===== src/rtl/mux_nto1_buf.sv =====
// ============================================================================
// Module   : mux_nto1_buf
// Purpose  : N-channel valid/ready mux, fixed-select or round-robin grant,
//            feeding a 2-entry output FIFO. Optional macro MUX_HIGHZ_EN
//            tristates out_data/out_ch while the buffer is empty.
// Revision : 1.0 - initial release
// ============================================================================
`default_nettype none

module mux_nto1_buf #(
  parameter int WIDTH = 8,
  parameter int NCH   = 4,
  parameter int SELW  = 2
) (
  input  logic                 clk,
  input  logic                 rst_n,
  input  logic [NCH*WIDTH-1:0] in_data,
  input  logic [NCH-1:0]       in_valid,
  output logic [NCH-1:0]       in_ready,
  input  logic                 mode,
  input  logic [SELW-1:0]      sel,
  output logic [WIDTH-1:0]     out_data,
  output logic [SELW-1:0]      out_ch,
  output logic                 out_valid,
  input  logic                 out_ready
);

  localparam int              C_DEPTH   = 2;
  localparam logic [SELW-1:0] C_LAST_CH = SELW'(NCH - 1);

  logic [1:0]       r_count;
  logic             r_wr_ptr;
  logic             r_rd_ptr;
  logic [WIDTH-1:0] r_buf_data [C_DEPTH];
  logic [SELW-1:0]  r_buf_ch   [C_DEPTH];
  logic [SELW-1:0]  r_last_grant;

  logic             w_gnt_valid;
  logic [SELW-1:0]  w_gnt;
  logic [WIDTH-1:0] w_gnt_data;
  logic             w_space;
  logic             w_push;
  logic             w_pop;
  int               w_off;
  int               w_best_off;

  // Round-robin priority is the distance from last_grant+1, so the smallest
  // offset among requesting channels wins.
  always_comb begin
    w_gnt_valid = 1'b0;
    w_gnt       = '0;
    w_off       = 0;
    w_best_off  = NCH;
    if (!mode) begin
      for (int k = 0; k < NCH; k++) begin
        if (sel == SELW'(k) && in_valid[k]) begin
          w_gnt_valid = 1'b1;
          w_gnt       = SELW'(k);
        end
      end
    end else begin
      for (int k = 0; k < NCH; k++) begin
        w_off = k - int'(r_last_grant) - 1;
        if (w_off < 0) begin
          w_off = w_off + NCH;
        end
        if (in_valid[k] && (w_off < w_best_off)) begin
          w_best_off  = w_off;
          w_gnt_valid = 1'b1;
          w_gnt       = SELW'(k);
        end
      end
    end
  end

  always_comb begin
    w_gnt_data = '0;
    for (int k = 0; k < NCH; k++) begin
      if (w_gnt == SELW'(k)) begin
        w_gnt_data = in_data[k*WIDTH +: WIDTH];
      end
    end
  end

  // Ready looks only at the registered fill level, never at out_ready.
  assign w_space = (r_count < 2'd2) && rst_n;

  always_comb begin
    in_ready = '0;
    for (int k = 0; k < NCH; k++) begin
      in_ready[k] = w_gnt_valid && w_space && (w_gnt == SELW'(k));
    end
  end

  assign w_push    = w_gnt_valid && w_space;
  assign out_valid = (r_count != 2'd0);
  assign w_pop     = out_valid && out_ready;

  always_ff @(posedge clk or negedge rst_n) begin
    if (!rst_n) begin
      r_count      <= 2'd0;
      r_wr_ptr     <= 1'b0;
      r_rd_ptr     <= 1'b0;
      r_last_grant <= C_LAST_CH;
      for (int e = 0; e < C_DEPTH; e++) begin
        r_buf_data[e] <= '0;
        r_buf_ch[e]   <= '0;
      end
    end else begin
      if (w_push) begin
        r_buf_data[r_wr_ptr] <= w_gnt_data;
        r_buf_ch[r_wr_ptr]   <= w_gnt;
        r_wr_ptr             <= ~r_wr_ptr;
        r_last_grant         <= w_gnt;
      end
      if (w_pop) begin
        r_rd_ptr <= ~r_rd_ptr;
      end
      case ({w_push, w_pop})
        2'b10:   r_count <= r_count + 2'd1;
        2'b01:   r_count <= r_count - 2'd1;
        default: r_count <= r_count;
      endcase
    end
  end

`ifdef MUX_HIGHZ_EN
  assign out_data = out_valid ? r_buf_data[r_rd_ptr] : {WIDTH{1'bz}};
  assign out_ch   = out_valid ? r_buf_ch[r_rd_ptr]   : {SELW{1'bz}};
`else
  assign out_data = out_valid ? r_buf_data[r_rd_ptr] : '0;
  assign out_ch   = out_valid ? r_buf_ch[r_rd_ptr]   : '0;
`endif

endmodule

`default_nettype wire

===== config.mk =====
export PLATFORM = sky130hd
export DESIGN_NAME = mux_nto1_buf
export DESIGN_NICKNAME = d
export VERILOG_FILES = /design/src/rtl/mux_nto1_buf.sv
export SDC_FILE = /design/constraint.sdc
export NUM_CORES = 1
export LEC_CHECK = 0
export CAP_MARGIN = 15
export CORE_UTILIZATION = 52
export DETAILED_ROUTE_END_ITERATION = 8
export PLACE_DENSITY = 0.95
export SYNTH_ARGS = -nofsm -noshare
export SYNTH_HDL_FRONTEND = slang
export SYNTH_SLANG_ARGS = --single-unit
export TNS_END_PERCENT = 1

===== constraint.sdc =====
create_clock -name clk -period 11.7 [get_ports clk]
set_clock_uncertainty 0.1 [all_clocks]
set_input_delay 2.34 -clock clk [delete_from_list [all_inputs] [get_ports clk]]
set_output_delay 2.34 -clock clk [all_outputs]
set_load 0.01 [all_outputs]

# Word level (Yosys, flattened, before mapping)
# Cells that the tools add are included.
dict set report op_classes {
  n_reduce_logical 20
  n_lt_le_gt_ge 12
  eq_ne 8
  muxes 49
  addsub 14
  n_bitwise 4
}
# op n
set ops {}
lappend ops {{$mux W32} 14}
lappend ops {{$lt A32 B32 Y1} 3}
lappend ops {{$mux W8} 9}
lappend ops {{$lt A32 B4 Y1 const B} 1}
lappend ops {{$add A4 B4 Y5 const B} 4}
lappend ops {{$mux W2} 10}
lappend ops {{$bwmux W16} 1}
lappend ops {{$logic_and A1 B1 Y1} 16}
lappend ops {{$lt A4 B1 Y1 const B} 4}
lappend ops {{$sub A3 B2 Y4 const B} 4}
lappend ops {{$mux W1} 11}
lappend ops {{$eq A2 B2 Y1 const B} 5}
lappend ops {{$demux W8 S1} 1}
lappend ops {{$eq A2 B1 Y1 const B} 3}
lappend ops {{$sub A1 B2 Y3 const A} 2}
lappend ops {{$sub A2 B2 Y3 const A} 2}
lappend ops {{$bwmux W4} 1}
lappend ops {{$ge A2 B2 Y1 const B} 2}
lappend ops {{$logic_not A2 Y1} 2}
lappend ops {{$not A1 Y2} 2}
lappend ops {{$pmux W2 S2} 1}
lappend ops {{$reduce_bool A2 Y1} 2}
lappend ops {{$add A2 B1 Y2 const B} 1}
lappend ops {{$demux W2 S1} 1}
lappend ops {{other kinds (4)} 5}
dict set report word_totals {
  in_bits 42
  word_cells 115
  register_bits 26
  out_inout_bits 15
}

# Depth between registers and ports, before layout
dict set report depth {
  depth_word 27
  mapped_depth 21
  depth_no_buf 19
}

# Worst setup path after synthesis
# OpenSTA, ideal clock, no wires.
dict set report synth_path {
  kind {input to output}
  startpoint {input in_valid[0]}
  endpoint {output in_ready[1]}
  arrival_ns 5.439
  stages 15
  path_slack_ns 3.821
  path_cell_list {a21o_2 o211ai_1 ha_1 o2111ai_1 o211ai_2 mux2_2 ha_1 nand2b_1 or4b_1 a311oi_1 mux2_4 or2_4 buf_6 nand2_1 nor2_1}
}
dict set report synth_via {
  elab_chain_len 17
  elab_cells_between_ends 30
}
# element line_no
set synth_rtl {}
lappend synth_rtl {{start: declaration} 18} ;# input logic [NCH-1:0] in_valid,
lappend synth_rtl {{$logic_and A1 B1 Y1} 67} ;# if (in_valid[k] && (w_off < w_best_off)) begin
lappend synth_rtl {{$mux W32} 67}
lappend synth_rtl {{$mux W32} 54} ;# if (!mode) begin
lappend synth_rtl {{$lt A32 B32 Y1} 67}
lappend synth_rtl {{$logic_and A1 B1 Y1} 67}
lappend synth_rtl {{$mux W32} 67}
lappend synth_rtl {{$mux W32} 54}
lappend synth_rtl {{$lt A32 B32 Y1} 67}
lappend synth_rtl {{$logic_and A1 B1 Y1} 67}
lappend synth_rtl {{$mux W32} 67}
lappend synth_rtl {{$mux W32} 54}
lappend synth_rtl {{$lt A32 B32 Y1} 67}
lappend synth_rtl {{$logic_and A1 B1 Y1} 67}
lappend synth_rtl {{$mux W2 / $mux W1 (equally long branches)} 67}
lappend synth_rtl {{$mux W2 / $mux W1 (equally long branches)} 54}
lappend synth_rtl {{$eq A2 B1 Y1 / $logic_and A1 B1 Y1 (equally long branches)} 91} ;# in_ready[k] = w_gnt_valid && w_space && (w_gnt == SELW'(k));
lappend synth_rtl {{$logic_and A1 B1 Y1 (*)} 91}
lappend synth_rtl {{end: declaration} 19} ;# output logic [NCH-1:0] in_ready,
# Mark *: on every way between the ends. The rest lies on a longest branch, timed or not. The select of a mux whose other input is x is not followed.

# Worst setup path after layout
dict set report layout_path {
  startpoint {input in_valid[0]}
  endpoint {output in_ready[2]}
}
dict set report layout_via {
  elab_chain_len 17
  elab_cells_between_ends 30
}
# element line_no
set layout_rtl {}
lappend layout_rtl {{$logic_and A1 B1 Y1} 67}
lappend layout_rtl {{$mux W32} 67}
lappend layout_rtl {{$mux W32} 54}
lappend layout_rtl {{$lt A32 B32 Y1} 67}
lappend layout_rtl {{$logic_and A1 B1 Y1} 67}
lappend layout_rtl {{$mux W32} 67}
lappend layout_rtl {{$mux W32} 54}
lappend layout_rtl {{$lt A32 B32 Y1} 67}
lappend layout_rtl {{$logic_and A1 B1 Y1} 67}
lappend layout_rtl {{$mux W32} 67}
lappend layout_rtl {{$mux W32} 54}
lappend layout_rtl {{$lt A32 B32 Y1} 67}
lappend layout_rtl {{$logic_and A1 B1 Y1} 67}
lappend layout_rtl {{$mux W2 / $mux W1 (equally long branches)} 67}
lappend layout_rtl {{$mux W2 / $mux W1 (equally long branches)} 54}
lappend layout_rtl {{$eq A2 B2 Y1 / $logic_and A1 B1 Y1 (equally long branches)} 91}
lappend layout_rtl {{$logic_and A1 B1 Y1 (*)} 91}
# Marks and branches as above.

==> run metrics <==
status finished, final reports clean; crit path DAT 6760 ps; Fmax 109 MHz; first-pass GRT wire length 7880 um; required time worst endpoint 9260 ps; Gate Count Post-Synth 214; pin count of the biggest net entering global routing 31; Slew Limit Headroom 0.266; post-synthesis sequential area ratio 0.330; EDFF count, synth 0; CTS Hold Buffers Added 0; fill count 277; top cells by area, synth dfrtp_1, nor2_1, a41oi_1; Syn Area/Cell 9.26 um^2; Unique masters post-synth 48; Main synth FF type dfrtp_1; Core Rows 22; GR Overflow Total 0; first-pass iteration count of the detailed router 4; max-slew violations 0; Final Cell Area 2600 um^2; CTS Buf Count 3; total number of vias 1852; DIE AREA 4060 um^2; minimum clock period 9200 ps; Yosys top cell area share 0.303; routability-driven placement congestion ratio 0.886; nets 318; Period Utilization, post-route 0.787; total wire length 4880 um; peak supply drop 0.162 mV; total track usage 0.247; Sink Count 26; # Post-CTS Setup Buffers 0; worst slew pin tran 1100 ps; initial drt markers 159; clock root cell clkbuf_8; PwrDens 307 nW/um^2; Max Root-Sink Buffers 2; WS Path Type in2out; Hold Path Class reg2reg; CTS tree yes; Post-DP Area 2530 um^2; vias in the first global route 1750; I/O Buffers 56; crit path launch type input port; area delta synth->final 31.4%; Max Cap Violations 0; RSZ-0062 raised after global routing no; Initial Utilization 0.541; H-Tree Depth 1; Final ANT Viol Nets 0; CTS resizes 0; Worst-path clk slew 90 ps; share of cells above drive strength 1 0.0871; vias per cell 5.94; initial antenna violation count 0; dpl ws 2490 ps; per-cell routed wire length 15.6 um; Leakage 1.05 nW; Antenna Cells 0; Cell Area, Synth 1980 um^2; final setup fails 0; core area 3660 um^2; Clock Latency Late Sink 280 ps; setup TNS 0 ps; flop-to-flop setup slack 6580 ps; DIE WIDTH 63.7 um; hpwl dp 3630 um; Die H 63.7 um; post-synthesis sequential element count 26; Setup WS post-layout 2500 ps; synth warn 0; PnR Total Power 800 uW; Final Hold Fails 0; dominant cell by count in the synthesized netlist nor2_1; worst-path maximum fanout 11; commonest cells in the netlist nor2_1, dfrtp_1, nand3_1; Residual DRC 0; CP endpoint kind output port; largest area contributor in the netlist dfrtp_1; Post-synth ARST share 1.00; IO Count 57
-- cell usage in the layout (no fill, tap or decap), types with 4 or more instances in the layout --
master and count:
clkdlybuf4s50_1 56, nand2b_1 4, a21oi_1 6, inv_1 10
nor4b_1 8, a31oi_1 8, a41oi_1 16, nand3_1 17
dfrtp_1 24, nor2_1 40, nand2_1 5, ha_1 11
xor2_1 4, mux2i_1 12
-- per-stage QoR --
stage | hold slack (ps) | std cells | utilization
2_1_floorplan | 347 | 215 | -
3_3_place_gp | 361 | 308 | 0.692
3_5_place_dp | 376 | 308 | 0.692
4_1_cts | 392 | 312 | 0.711
5_1_grt | 408 | 312 | 0.711
6_report | 387 | 312 | 0.711
-- per-layer routing --
metal	global-route usage	routed length (um)	vias up
met4	0.0568	67	0
met1	0.325	2130	888
li1	-	-	888
met3	0.0250	246	8
met5	0	0	-
met2	0.435	2430	68
-- cell families after synthesis --
group / synth area share
buf+inv: 0.0713
compound gates: 0.198
flops: 0.330
xor+xnor: 0.0391
fa+ha+maj: 0.0694
other cells: 0.00189
mux: 0.0795
simple gates: 0.211
-- final cells by class --
type | instances | area, um^2 | share of cell area
clock buffers | 3 | 41.3 | 0.0159
clock inverters | 1 | 30.0 | 0.0115
inverters | 11 | 41.3 | 0.0159
multi-input cells | 165 | 1200 | 0.462
flip-flops and latches | 26 | 653 | 0.251
well taps | 48 | 60.1 | 0.0231
repair buffers | 58 | 576 | 0.221
-- worst paths after layout --
| check | end | startpoint | cells after the start |
|---|---|---|---|
| max in group asynchronous | r_last_grant[1] | rst_n | 2 |
| max reg2reg | r_buf_data[4] | r_last_grant[0] | 17 |
| min | r_wr_ptr | r_wr_ptr | 1 |
| min reg2reg | r_wr_ptr | r_wr_ptr | 1 |
| min in group asynchronous | r_wr_ptr | rst_n | 2 |
| max | in_ready[2] | in_valid[0] | 16 |
-- registers in the layout, indices dropped and copies added, names as in the netlist --
signal        cells
r_rd_ptr          1
r_last_grant      2
r_count           2
r_buf_data       16
r_wr_ptr          1
r_buf_ch          4
-- power breakdown --
part	internal (mW)	total (mW)	switching [mW]
registers	0.139	0.179	0.0398
logic	0.251	0.545	0.294
clock network	0.0459	0.0758	0.0299
-- critical path, cell delays in order --
cell and delay (ps):
clkdlybuf4s50_1 560, a21o_2 210, o211ai_1 110, ha_1 290, o2111ai_1 160, o211ai_2 320
mux2_2 370, ha_1 200, nand2b_1 160, or4b_1 500, a311oi_1 280, mux2_4 260
nor2_1 190, nand2_1 250, nor2_1 60, clkdlybuf4s50_1 490
No activity file was read; power rests on OpenSTA's default activity.
